## config.mk

```make
export PLATFORM = sky130hd
export DESIGN_NAME = scrambler_ctrl
export DESIGN_NICKNAME = d
export VERILOG_FILES = /design/src/rtl/scr_pkg.sv /design/src/rtl/scr_bit_ser.sv /design/src/rtl/scrambler_ctrl.sv
export SDC_FILE = /design/constraint.sdc
export NUM_CORES = 1
export LEC_CHECK = 0
export ABC_AREA = 1
export CAP_MARGIN = 40
export CORE_UTILIZATION = 47
export DETAILED_ROUTE_END_ITERATION = 10
export PLACE_DENSITY = 0.75
export SETUP_SLACK_MARGIN = 0.4
export SLEW_MARGIN = 40
export SYNTH_ARGS = -nofsm -noshare
export SYNTH_HDL_FRONTEND = slang
export SYNTH_HIERARCHICAL = 1
export SYNTH_SLANG_ARGS = --single-unit
```

## constraint.sdc

```tcl
create_clock -name clk3 -period 1.78 [get_ports clk3]
set_clock_uncertainty 0.1 [all_clocks]
set_input_delay 0.267 -clock clk3 [delete_from_list [all_inputs] [get_ports clk3]]
set_output_delay 0.267 -clock clk3 [all_outputs]
set_load 0.02 [all_outputs]
```

## src/rtl/scr_pkg.sv

```systemverilog
// scr_pkg: shared definitions for the serial scrambler slice.
// Holds the frame sequencer state encoding and the default widths and seed
// used by the LFSR and by the scrambler_ctrl top level.
package scr_pkg;

  localparam int              SCR_SEED_W   = 7;
  localparam int              SCR_LEN_W    = 16;
  localparam logic [6:0]      SCR_DEF_SEED = 7'h5D;

  typedef enum logic [2:0] {
    ST_IDLE  = 3'd0,
    ST_LOAD  = 3'd1,
    ST_WAIT  = 3'd2,
    ST_SHIFT = 3'd3,
    ST_FIN   = 3'd4
  } scr_state_t;

endpackage

```

## src/rtl/scr_bit_ser.sv

```systemverilog
// scr_bit_ser: byte-to-bit serializer for the scrambler sequencer.
// Holds the current payload byte and a 3-bit bit counter, presents the
// selected bit LSB-first, and flags the last two bit positions so the
// controller can request the next byte in time for a gapless stream.
// Ports:
//   clk3, rst    clock / synchronous active-high reset (bit counter only)
//   load         capture data and restart at bit 0 (wins over advance)
//   data[7:0]    payload byte to capture
//   advance      step to the next bit (wraps 7 -> 0)
//   active       gate for ser_bit; ser_bit reads 0 when inactive
//   ser_bit      current plaintext bit
//   last_bit     bit counter is at 7
//   near_last    bit counter is at 6
module scr_bit_ser (
  input  logic       clk3,
  input  logic       rst,
  input  logic       load,
  input  logic [7:0] data,
  input  logic       advance,
  input  logic       active,
  output logic       ser_bit,
  output logic       last_bit,
  output logic       near_last
);

  logic [7:0] byte_reg;
  logic [2:0] bit_cnt;

  always_ff @(posedge clk3) begin
    if (load) begin
      byte_reg <= data;
    end
  end

  always_ff @(posedge clk3) begin
    if (rst) begin
      bit_cnt <= 3'd0;
    end else if (load) begin
      bit_cnt <= 3'd0;
    end else if (advance) begin
      bit_cnt <= bit_cnt + 3'd1;
    end
  end

  // Gated so a stale byte never leaks onto the line outside SHIFT.
  assign ser_bit   = active & byte_reg[bit_cnt];
  assign last_bit  = (bit_cnt == 3'd7);
  assign near_last = (bit_cnt == 3'd6);

endmodule

```

## src/rtl/scrambler_ctrl.sv

```systemverilog
// scrambler_ctrl: frame-level sequencer for the serial scrambler datapath.
// Takes payload bytes over valid/ready, seeds the LFSR at frame start and
// then streams each byte LSB-first, one bit per clk3, with the LFSR and XOR
// stage enabled in lockstep. Reports frame completion and source underrun.
// Optional build macro SCR_ABORT_EN adds an abort input / aborted output.
// Ports:
//   clk3, rst            clock / synchronous active-high reset
//   start, frame_len     frame request and byte count (sampled in IDLE)
//   seed_sel, seed_in    seed choice: 1 = seed_in, 0 = DEF_SEED
//   in_valid, in_data    byte source; in_ready accepts a byte
//   lfsr_load, lfsr_seed one-cycle seed strobe and its value
//   lfsr_en, ser_bit, ser_en  bit stream and LFSR advance enable
//   busy, done           non-IDLE indicator and end-of-frame pulse
//   err_underrun         sticky source stall flag, cleared on start
//   abort, aborted       (SCR_ABORT_EN only) forced return to IDLE
module scrambler_ctrl
  import scr_pkg::*;
#(
  parameter int                SEED_W   = SCR_SEED_W,
  parameter logic [SEED_W-1:0] DEF_SEED = SCR_DEF_SEED,
  parameter int                LEN_W    = SCR_LEN_W
) (
  input  logic              clk3,
  input  logic              rst,
  input  logic              start,
  input  logic [LEN_W-1:0]  frame_len,
  input  logic              seed_sel,
  input  logic [SEED_W-1:0] seed_in,
  input  logic              in_valid,
  input  logic [7:0]        in_data,
  output logic              in_ready,
  output logic              lfsr_load,
  output logic [SEED_W-1:0] lfsr_seed,
  output logic              lfsr_en,
  output logic              ser_bit,
  output logic              ser_en,
  output logic              busy,
  output logic              done,
`ifdef SCR_ABORT_EN
  input  logic              abort,
  output logic              aborted,
`endif
  output logic              err_underrun
);

  scr_state_t        state;
  logic [LEN_W-1:0]  bytes_left;
  logic [SEED_W-1:0] seed_reg;
  logic              shift_on;
  logic              abort_hit;
  logic              byte_take;
  logic              last_bit;
  logic              near_last;

`ifdef SCR_ABORT_EN
  assign abort_hit = abort && (state != ST_IDLE);
`else
  assign abort_hit = 1'b0;
`endif

  // A byte is taken only on a real handshake; abort overrides it.
  assign byte_take = in_valid && in_ready && !abort_hit;

  always_ff @(posedge clk3) begin
    if (rst) begin
      state        <= ST_IDLE;
      bytes_left   <= '0;
      in_ready     <= 1'b0;
      lfsr_load    <= 1'b0;
      shift_on     <= 1'b0;
      busy         <= 1'b0;
      done         <= 1'b0;
      err_underrun <= 1'b0;
`ifdef SCR_ABORT_EN
      aborted      <= 1'b0;
`endif
    end else if (abort_hit) begin
      state     <= ST_IDLE;
      in_ready  <= 1'b0;
      lfsr_load <= 1'b0;
      shift_on  <= 1'b0;
      busy      <= 1'b0;
      done      <= 1'b0;
`ifdef SCR_ABORT_EN
      aborted   <= 1'b1;
`endif
    end else begin
      lfsr_load <= 1'b0;
      done      <= 1'b0;
`ifdef SCR_ABORT_EN
      aborted   <= 1'b0;
`endif
      case (state)
        ST_IDLE: begin
          if (start) begin
            err_underrun <= 1'b0;
            busy         <= 1'b1;
            if (frame_len != '0) begin
              bytes_left <= frame_len;
              lfsr_load  <= 1'b1;
              state      <= ST_LOAD;
            end else begin
              done  <= 1'b1;
              state <= ST_FIN;
            end
          end
        end
        ST_LOAD: begin
          in_ready <= 1'b1;
          state    <= ST_WAIT;
        end
        ST_WAIT: begin
          if (in_valid) begin
            in_ready <= 1'b0;
            shift_on <= 1'b1;
            state    <= ST_SHIFT;
          end
        end
        ST_SHIFT: begin
          if (last_bit) begin
            bytes_left <= bytes_left - LEN_W'(1);
            if (bytes_left == LEN_W'(1)) begin
              shift_on <= 1'b0;
              done     <= 1'b1;
              state    <= ST_FIN;
            end else if (in_valid) begin
              // Next byte handed over on the last bit: stream stays gapless.
              in_ready <= 1'b0;
            end else begin
              // Source missed the gapless slot; in_ready stays up in WAIT.
              shift_on     <= 1'b0;
              err_underrun <= 1'b1;
              state        <= ST_WAIT;
            end
          end else if (near_last && (bytes_left != LEN_W'(1))) begin
            // Raise ready so it is visible during bit 7 of this byte.
            in_ready <= 1'b1;
          end
        end
        ST_FIN: begin
          busy  <= 1'b0;
          state <= ST_IDLE;
        end
        default: begin
          state <= ST_IDLE;
        end
      endcase
    end
  end

  always_ff @(posedge clk3) begin
    if ((state == ST_IDLE) && start) begin
      seed_reg <= seed_sel ? seed_in : DEF_SEED;
    end
  end

  assign lfsr_seed = lfsr_load ? seed_reg : '0;
  assign lfsr_en   = shift_on;
  assign ser_en    = shift_on;

  scr_bit_ser u_bit_ser (
    .clk3      (clk3),
    .rst       (rst),
    .load      (byte_take),
    .data      (in_data),
    .advance   (state == ST_SHIFT),
    .active    (shift_on),
    .ser_bit   (ser_bit),
    .last_bit  (last_bit),
    .near_last (near_last)
  );

endmodule

```

# == Word level (Yosys, flattened, before mapping) ==
# Cells that the tools add are included.
# word_totals
output_inout_bits,15
inputBits,36
word_cells,88
ff_bits,43
# classes
mux,37
add_sub_neg,2
magnitude_cmp,1
bitwise_logic,3
n_eq_ne,17
n_reduce_logical,17
# ops
cell,count
$mux 16,3
$pmux 16 s2,1
$mux 1,19
$mux 3,6
$eq 16x1->1 const B,1
$ne 16x1->1 const B,1
$reduce_bool 16->1,1
$sub 16x1->16 const B,1
$ne 2x2->1 const B,6
$pmux 3 s4,1
$reduce_and 4->1,3
$eq 3x3->1 const B,3
$ne 3x3->1 const B,3
$pmux 1 s2,4
$mux 7,1
$eq 3x2->1 const B,2
$reduce_bool 2->1,3
$reduce_and 5->1,1
$lt 3x4->1 const B,1
$add 3x1->3 const B,1
$bmux 1 s3,1
$eq 3x1->1 const B,1
$logic_and 1x1->1,3
$logic_not 3->1,1
8 further kinds,9

# == Depth between registers and ports, before layout ==
# Gate-level depths: netlist (run 1).
# logic_depth
depth_word,5
depth_mapped,11
ltp_nobuf,10

# == Cells and area by module ==
# Netlist (run 1), hierarchy kept.
# modules_own_cells
mod,area_per_inst_um2,cells_per_inst,seq_area_each_um2,n_inst
scrambler_ctrl,2103.3,334,710.7,1
scr_bit_ser,501.7,53,300.3,1

# == Worst setup path before layout (run 1) ==
# No wires, ideal clock.
# synth_path
path_kind,flip-flop to flip-flop
startpoint,reg u_bit_ser.bit_cnt[0]
endpoint,reg bytes_left[3]
arrival_time_ps,1448
required_ps,1567
slack_ps,119
path_stages_with_launch,11
n_path_buf,1
period_less_slack_ps,1661
setup_ps,113
path_cell_list,dfxtp_1 ha_1 ha_1 or2_4 nand2_4 inv_4 nand2_4 buf_8 nand2_1 nand2_1 nor2_1
# synth_via
elab_chain_len,3
# synth_rtl
element,line_no,rtl
from (decl),scr_bit_ser.sv:27,logic [2:0] bit_cnt;
from (signal assigned),scr_bit_ser.sv:41,bit_cnt <= bit_cnt + 3'd1;
$eq 3x3->1,scr_bit_ser.sv:47,assign last_bit = (bit_cnt == 3'd7);
via last_bit,scrambler_ctrl.sv:52,logic last_bit;
$ne 2x2->1 (no source line),n/a,
$reduce_and 4->1 (no source line),n/a,
to (signal assigned),scrambler_ctrl.sv:99,bytes_left <= frame_len;
to (signal assigned),scrambler_ctrl.sv:121,bytes_left <= bytes_left - LEN_W'(1);
to (decl),scrambler_ctrl.sv:47,logic [LEN_W-1:0] bytes_left;
# The timed path passes the listed nets, and every way through them passes these cells.
# A chain may end at the register's enable or synchronous reset.

# == Final worst setup path (run 1) ==
# layout_path
startpoint,reg u_bit_ser.bit_cnt[0]
endpoint,out ser_bit
# layout_via
elab_chain_len,3
# layout_rtl
element,line_no,rtl
$bmux 1 s3,scr_bit_ser.sv:46,assign ser_bit = active & byte_reg[bit_cnt];
$mux 1 (not written as such),scr_bit_ser.sv:46,
$and 1x1->1,scr_bit_ser.sv:46,
to (decl),scrambler_ctrl.sv:35,"output logic ser_bit,"
# Every way passes these cells. The select of a mux whose other input is x is not followed.

==> metrics.txt, run 1 <==
Overall Global Routing Usage=a little under a quarter; switch share=46.08%; H-tree depth=2; data required time of the worst path=between 1000 and 1500 ps; Clock Power Share=between 10% and 20%; HP Class=in -> reg; Vias=2697; setup TNS=0 ps; asr flop ratio synth=0%; top post-synthesis cells by area=dfxtp_1, edfxtp_1, nand2_1; first-pass GRT wire length=approximately 11000 µm; I/O Buffers=50; routability congestion estimate=0.9075; startpoint types=flop; CTS buffer count=5; period utilisation layout=92.17%; # diodes=0; post-layout min period=1641 ps; Post-Route Utilization=71.62%; Post-Syn Area=2605 µm²; switching power=2.768 mW; status=finished, final reports clean; CP Max Fanout=7; PD cells=around 1600 nW/µm²; Max Clock Freq=between 600 and 700 MHz; Synth area leader=dfxtp_1; clock latency at the later pin of the worst-skew pair=300 ps; Overflow after GRT=0; vias per cell=~5; largest net degree at the start of global routing=15; Cell Int Power=3.239 mW; first-pass iteration count of the detailed router=4; critical path data arrival time=1270 ps; Clock Path Buffers=2; register area share after synthesis=38.81%; die width=76.45 µm; area fraction in compound gates after synthesis=9.750%; RSZ-0062 raised after global routing=true; static leakage=1.771 nW; top_reg_cell synth=dfxtp_1; Cells after Synth=between 300 and 400; CP Class=reg -> out; drt drc=0; initial DRC count=103; Least-Margin Pin Slew=532.7 ps; IO Count=between 50 and 60; Post-Place Cells=about 520; XOR/XNOR Fraction of Synth Area=0.6724%; Die ar.=5845 µm²; Area Growth Syn to Fin=44.00%; CORE AREA=5238 µm²; share of cells above drive strength 1=28.51%; Synth top area share=21.52%; fin. max-slew vios=0; Multi-input gate area=1531 µm²; main combinational cell family by area after synthesis=simple AND/OR/NAND/NOR gates; setup ws final=between 100 and 150 ps; CP endpoint kind=output port; flop and latch count out of synthesis=43; max FFs per register=16; CTS tree=done; wire per inst=12.70 µm; vias in the first global route=2486; Yosys cell types=34; Worst-path clk slew=90 ps; CTS sink count=43; hpwl dp=4739 µm; Final ANT Viol Nets=0; NumNets Final=510; endpoints failing setup=0; dpl ws=-210.9 ps; Starting Density=49.74%; synth warn=6; CTS Hold Bufs=0; Reg power frac=about 28%; maximum vdd ir drop=0.8374 mV; hold slack=387.6 ps; WL final=6856 µm; post-synthesis simple-gate area fraction=a little under two fifths; Synth Net Count=428; max_slew headroom=64.45%; MaxCap Viol Count=0; EDFF count, synth=15; Post-Synth Adder-Cell Area=2.402%; Die Span Y=76.45 µm; initial antenna violation count=0; Hold Violations, Final=0; Syn Area/Cell=6.731 µm²; fin cells=540; number of fill cells=424; multiplexer area fraction after synthesis=0.3842%; combinational power share=58.1%; FF+latch area=1033 µm²; Rows=26; cell chosen for the clock root=clkbuf_8
## power by group through the flow
stage | Sequential, mW | Clock [mW] | Combinational [mW]
finish | 1.68 | 0.842 | 3.49
global route | 1.72 | 0.898 | 3.86
CTS | 1.64 | 0.855 | 3.08
detailed placement | 1.63 | 0 | 2.91
global placement | 1.62 | 0 | 2.85
floorplan | 1.60 | 0 | 2.11
## area by class of cell
cell class                      instances  share of cell area [%]
Timing Repair Buffer                   83                   19.35
Inverter                               59                   6.538
Clock inverter                          1                  0.8005
Tap cell                               70                   2.335
Sequential cell                        43                   27.55
Clock buffer                            7                   2.602
Multi-Input combinational cell        277                   40.83
## worst paths after layout
check	from	end	slack (ps)	depth (start not counted)
max	u_bit_ser/bit_cnt[0]	ser_bit	140	7
min	frame_len[0]	bytes_left[0]	390	5
max reg2reg	u_bit_ser/bit_cnt[0]	bytes_left[11]	150	10
min reg2reg	err_underrun	err_underrun	400	2
## timing repair
action	CTS	global route
buffers inserted	2	6
setup endpoints to repair	47	40
cloned	0	1
pin swaps	16	24
gates resized for setup	97	42
## cells in the final DEF, fill, tap and decap left out, types with 5 or more instances in the layout
cell,instances
nor2_1,47
buf_2,5
edfxtp_1,15
o21ai_0,8
nor2_2,9
clkbuf_8,5
nand3_2,6
buf_4,30
nand2_1,102
nand2_2,18
a21oi_1,9
dlygate4sd2_1,18
dfxtp_1,20
clkdlybuf4s50_1,19
a21oi_2,10
nor2_4,6
dfxtp_4,5
inv_1,50
nand3_1,25
## critical path, cell delays in order, from the launching register on
cell and delay (ps):
dfxtp_4 420, inv_6 50, nand2_2 60, nand3_2 60, nand3_2 70, nand2_1 50
nor2_1 120, buf_4 150
## per-stage QoR
step / instance area, µm² / total power [mW]
after floorplan: 2659 / 3.707
after global placement: 3397 / 4.473
after detailed placement: 3397 / 4.532
after CTS: 3593 / 5.578
after global routing: 3751 / 6.476
final: 3751 / 6.007
## routing by layer
layer	global-route usage, %	wire (µm)
met4	6.346	92
met1	29.50	2983
met5	0	0
met2	40.63	3479
met3	4.551	300
## Yosys cell counts (all sizes together), types with 2 or more instances
master and count:
nand2 124, nor2 62, inv 58, nand3 31, dfxtp 28, a21oi 19, edfxtp 15, o21ai 12
buf 8, ha 5, nand4 4, or2 4, a211oi 2, a21boi 2, o211ai 2, xor2 2
## cells by family after synthesis
kind of cell / count (synthesis)
AOI/OAI and AO/OA: 41
xor gates and xnor gates: 2
adders and majority gates: 5
buffers and inverters: 68
DFF: 43
muxes: 1
and+or+nand+nor: 227
(Power assumes the default switching activity.)
==> inputs of run 2 (changes only) <==
--- a/config.mk
+++ b/config.mk
@@ -7,7 +7,9 @@
 export LEC_CHECK = 0
 export ABC_AREA = 1
+export ABC_CLOCK_PERIOD_IN_PS = 1780
 export CAP_MARGIN = 40
 export CORE_UTILIZATION = 47
 export DETAILED_ROUTE_END_ITERATION = 10
+export HOLD_SLACK_MARGIN = 0.05
 export PLACE_DENSITY = 0.75
 export SETUP_SLACK_MARGIN = 0.4
--- a/constraint.sdc
+++ b/constraint.sdc
@@ -3,3 +3,3 @@
 set_input_delay 0.267 -clock clk3 [delete_from_list [all_inputs] [get_ports clk3]]
 set_output_delay 0.267 -clock clk3 [all_outputs]
-set_load 0.02 [all_outputs]
+set_load 0.05 [all_outputs]
==> metrics.txt, run 2 (same netlist as run 1, synthesis figures left out) <==
status=finished, final reports clean; first-pass GRT wire length=11800 µm (+7.0%); reg2reg path depth=9 (-1); vias per cell=5.195 (+4.0%); setup TNS=0 ps (unchanged); flop2flop setup slack=5 ps (-140 ps); die width=76.45 µm (unchanged); # diodes=0 (unchanged); MaxCap Viol Count=0 (unchanged); endpoints failing setup=0 (unchanged); Max stage delay cell, worst path=dfxtp_4; Post-Route Utilization=76.66% (+5.0 points); Die Span Y=76.45 µm (unchanged); vias in the first global route=2666 (+7.2%); Final ANT Viol Nets=0 (unchanged); Die ar.=5845 µm² (unchanged); IO Count=51 (unchanged); fin cells=544 (+0.74%); combinational power share=62.0% (+3.9 points); CP Class=reg -> reg; period utilisation layout=99.72% (+7.5 points); clock latency at the later pin of the worst-skew pair=310 ps (about the same); RSZ-0062 raised after global routing=true; Hold EP=bytes_left[2]; WL final=7954 µm (+16%); R2R Path End=bytes_left[12]; cell chosen for the clock root=clkbuf_8; Rows=26 (unchanged); Clock Power Share=13.2% (-0.8 points); wire per inst=14.62 µm (+15%); CP Max Fanout=7 (unchanged); Reg power frac=24.8% (-3.1 points); Starting Density=49.74% (unchanged); CORE AREA=5238 µm² (unchanged); cell area after placement=3368 µm² (-0.85%); data required time of the worst path=1910 ps (+500 ps); most frequent cells in the layout=nand2_1, nor2_1, inv_1; fin. max-slew vios=0 (unchanged); Area Growth Syn to Fin=54.13%; NumNets Final=514 (+0.78%); post-layout min period=1775 ps (+134.3 ps); H-tree depth=2 (unchanged); max incr delay on CP=390 ps (-30 ps); CTS buffer count=5 (unchanged); Post-Place Cells=523 (unchanged); Overall Global Routing Usage=25.20% (+1.8 points); Worst-path clk slew=80 ps (about the same); commonest non-fill, non-tap cell in the layout=nand2_1; Clock Path Buffers=2 (unchanged); CTS Hold Bufs=0 (unchanged); hold slack=373.3 ps (-14.33 ps); worst r2r src=u_bit_ser/bit_cnt[0]; startpoint types=flop; CP endpoint kind=flop; share of cells above drive strength 1=37.13% (+8.6 points); Buffers & Inverters on Critical Path=2 (unchanged); switching power=3.365 mW (+22%); hpwl dp=4801 µm (+1.3%); critical path data arrival time=1900 ps (+630 ps); Overflow after GRT=0 (unchanged); first-pass iteration count of the detailed router=5 (+1); CTS tree=done; routability congestion estimate=0.9177 (+1.1%); Design Area, Final=4015 µm² (+7.0%); Vias=2826 (+4.8%); Design Power=6.931 mW (+15%); Cell Int Power=3.566 mW (+10%); Hold Violations, Final=0 (unchanged); PD cells=1726 nW/µm² (+7.8%); CTS sink count=43 (unchanged); Min-Delay Path Depth=5 (unchanged); CP cell instances=ha_4 -> ha_4 -> or2_4 -> nand2_4 -> inv_8 -> buf_6 -> nand3_1 -> nand2_1 -> a21oi_1; setup ws final=5.065 ps (-134.3 ps); largest net degree at the start of global routing=14 (-1); CP dominant cell by count=ha_4; maximum vdd ir drop=1.018 mV (+22%); initial DRC count=185 (+80%); max_slew headroom=62.18% (-2.3 points); dpl ws=-224.6 ps (-13.67 ps); hold path start=frame_len[2]; HP Class=in -> reg; max FFs per register=16 (unchanged); drt drc=0 (unchanged); Max Clock Freq=563.4 MHz (-7.6%); switch share=48.55% (+2.5 points); Top delay family on crit path=simple AND/OR/NAND/NOR gates; Least-Margin Pin Slew=566.7 ps (+34.05 ps); static leakage=1.835 nW (+3.6%); initial antenna violation count=0 (unchanged); I/O Buffers=50 (unchanged)
-- run 2: cell types whose count changed in the layout (fill, tap and decap cells not counted), sizes merged --
| cell | before | now |
|---|---|---|
| buf | 41 | 51 |
| bufinv | 1 | 2 |
| clkbuf | 9 | 7 |
| clkdlybuf4s15 | 3 | 0 |
| clkinv | 1 | 0 |
| dlygate4sd2 | 18 | 16 |
| inv | 58 | 59 |
-- run 2: repair_timing --
| action | 4_1_cts | 5_1_grt |
|---|---|---|
| buffers inserted | 5 | 6 |
| pin swaps | 25 | 16 |
| cloned | 2 | 0 |
| endpoints found under the setup margin | 40 | 42 |
| gates resized for setup | 73 | 79 |
-- run 2: cell type report --
class / instances / area (µm²)
flip-flops and latches: 43 / 1037
multi-input cells: 277 / 1693
fillers: 374 / 1222
clock inverters: 2 / 60.06
clock buffers: 6 / 72.57
well taps: 70 / 87.58
inverters: 59 / 234.0
repair buffers: 87 / 830.8
-- run 2: how the worst max path moves through the flow --
stage	startpoint	cells past startpoint	to
final	u_bit_ser/bit_cnt[0]	9	bytes_left[12]
after global routing	u_bit_ser/bit_cnt[0]	9	bytes_left[12]
after CTS	u_bit_ser/bit_cnt[0]	7	ser_bit
after detailed placement	frame_len[12]	11	bytes_left[8]
after global placement	frame_len[15]	11	bytes_left[10]
after floorplan	u_bit_ser/bit_cnt[0]	10	bytes_left[3]
-- run 2: metal layers --
layer,vias up,track usage (%),part of all wire (%)
met5,-,0,0
met4,0,12.50,3.6
met3,32,3.593,4.8
met2,105,45.23,51
met1,1299,29.09,40
li1,1390,-,-
-- run 2: worst reg2reg max path, cell delays in order, from the launching register on --
cell and delay, ps:
dfxtp_4 390, ha_4 180, ha_4 150, or2_4 270
nand2_4 120, inv_8 70, buf_6 130, nand3_1 80
nand2_1 70, a21oi_1 150
-- run 2: power groups by stage --
stage                     registers, mW  logic [mW]  clock network, mW
after floorplan                    1.68        2.20                  0
after global placement             1.62        2.99                  0
after detailed placement           1.63        3.06                  0
after CTS                          1.66        3.66              0.913
after global routing               1.76        4.63              0.961
final                              1.72        4.30              0.916
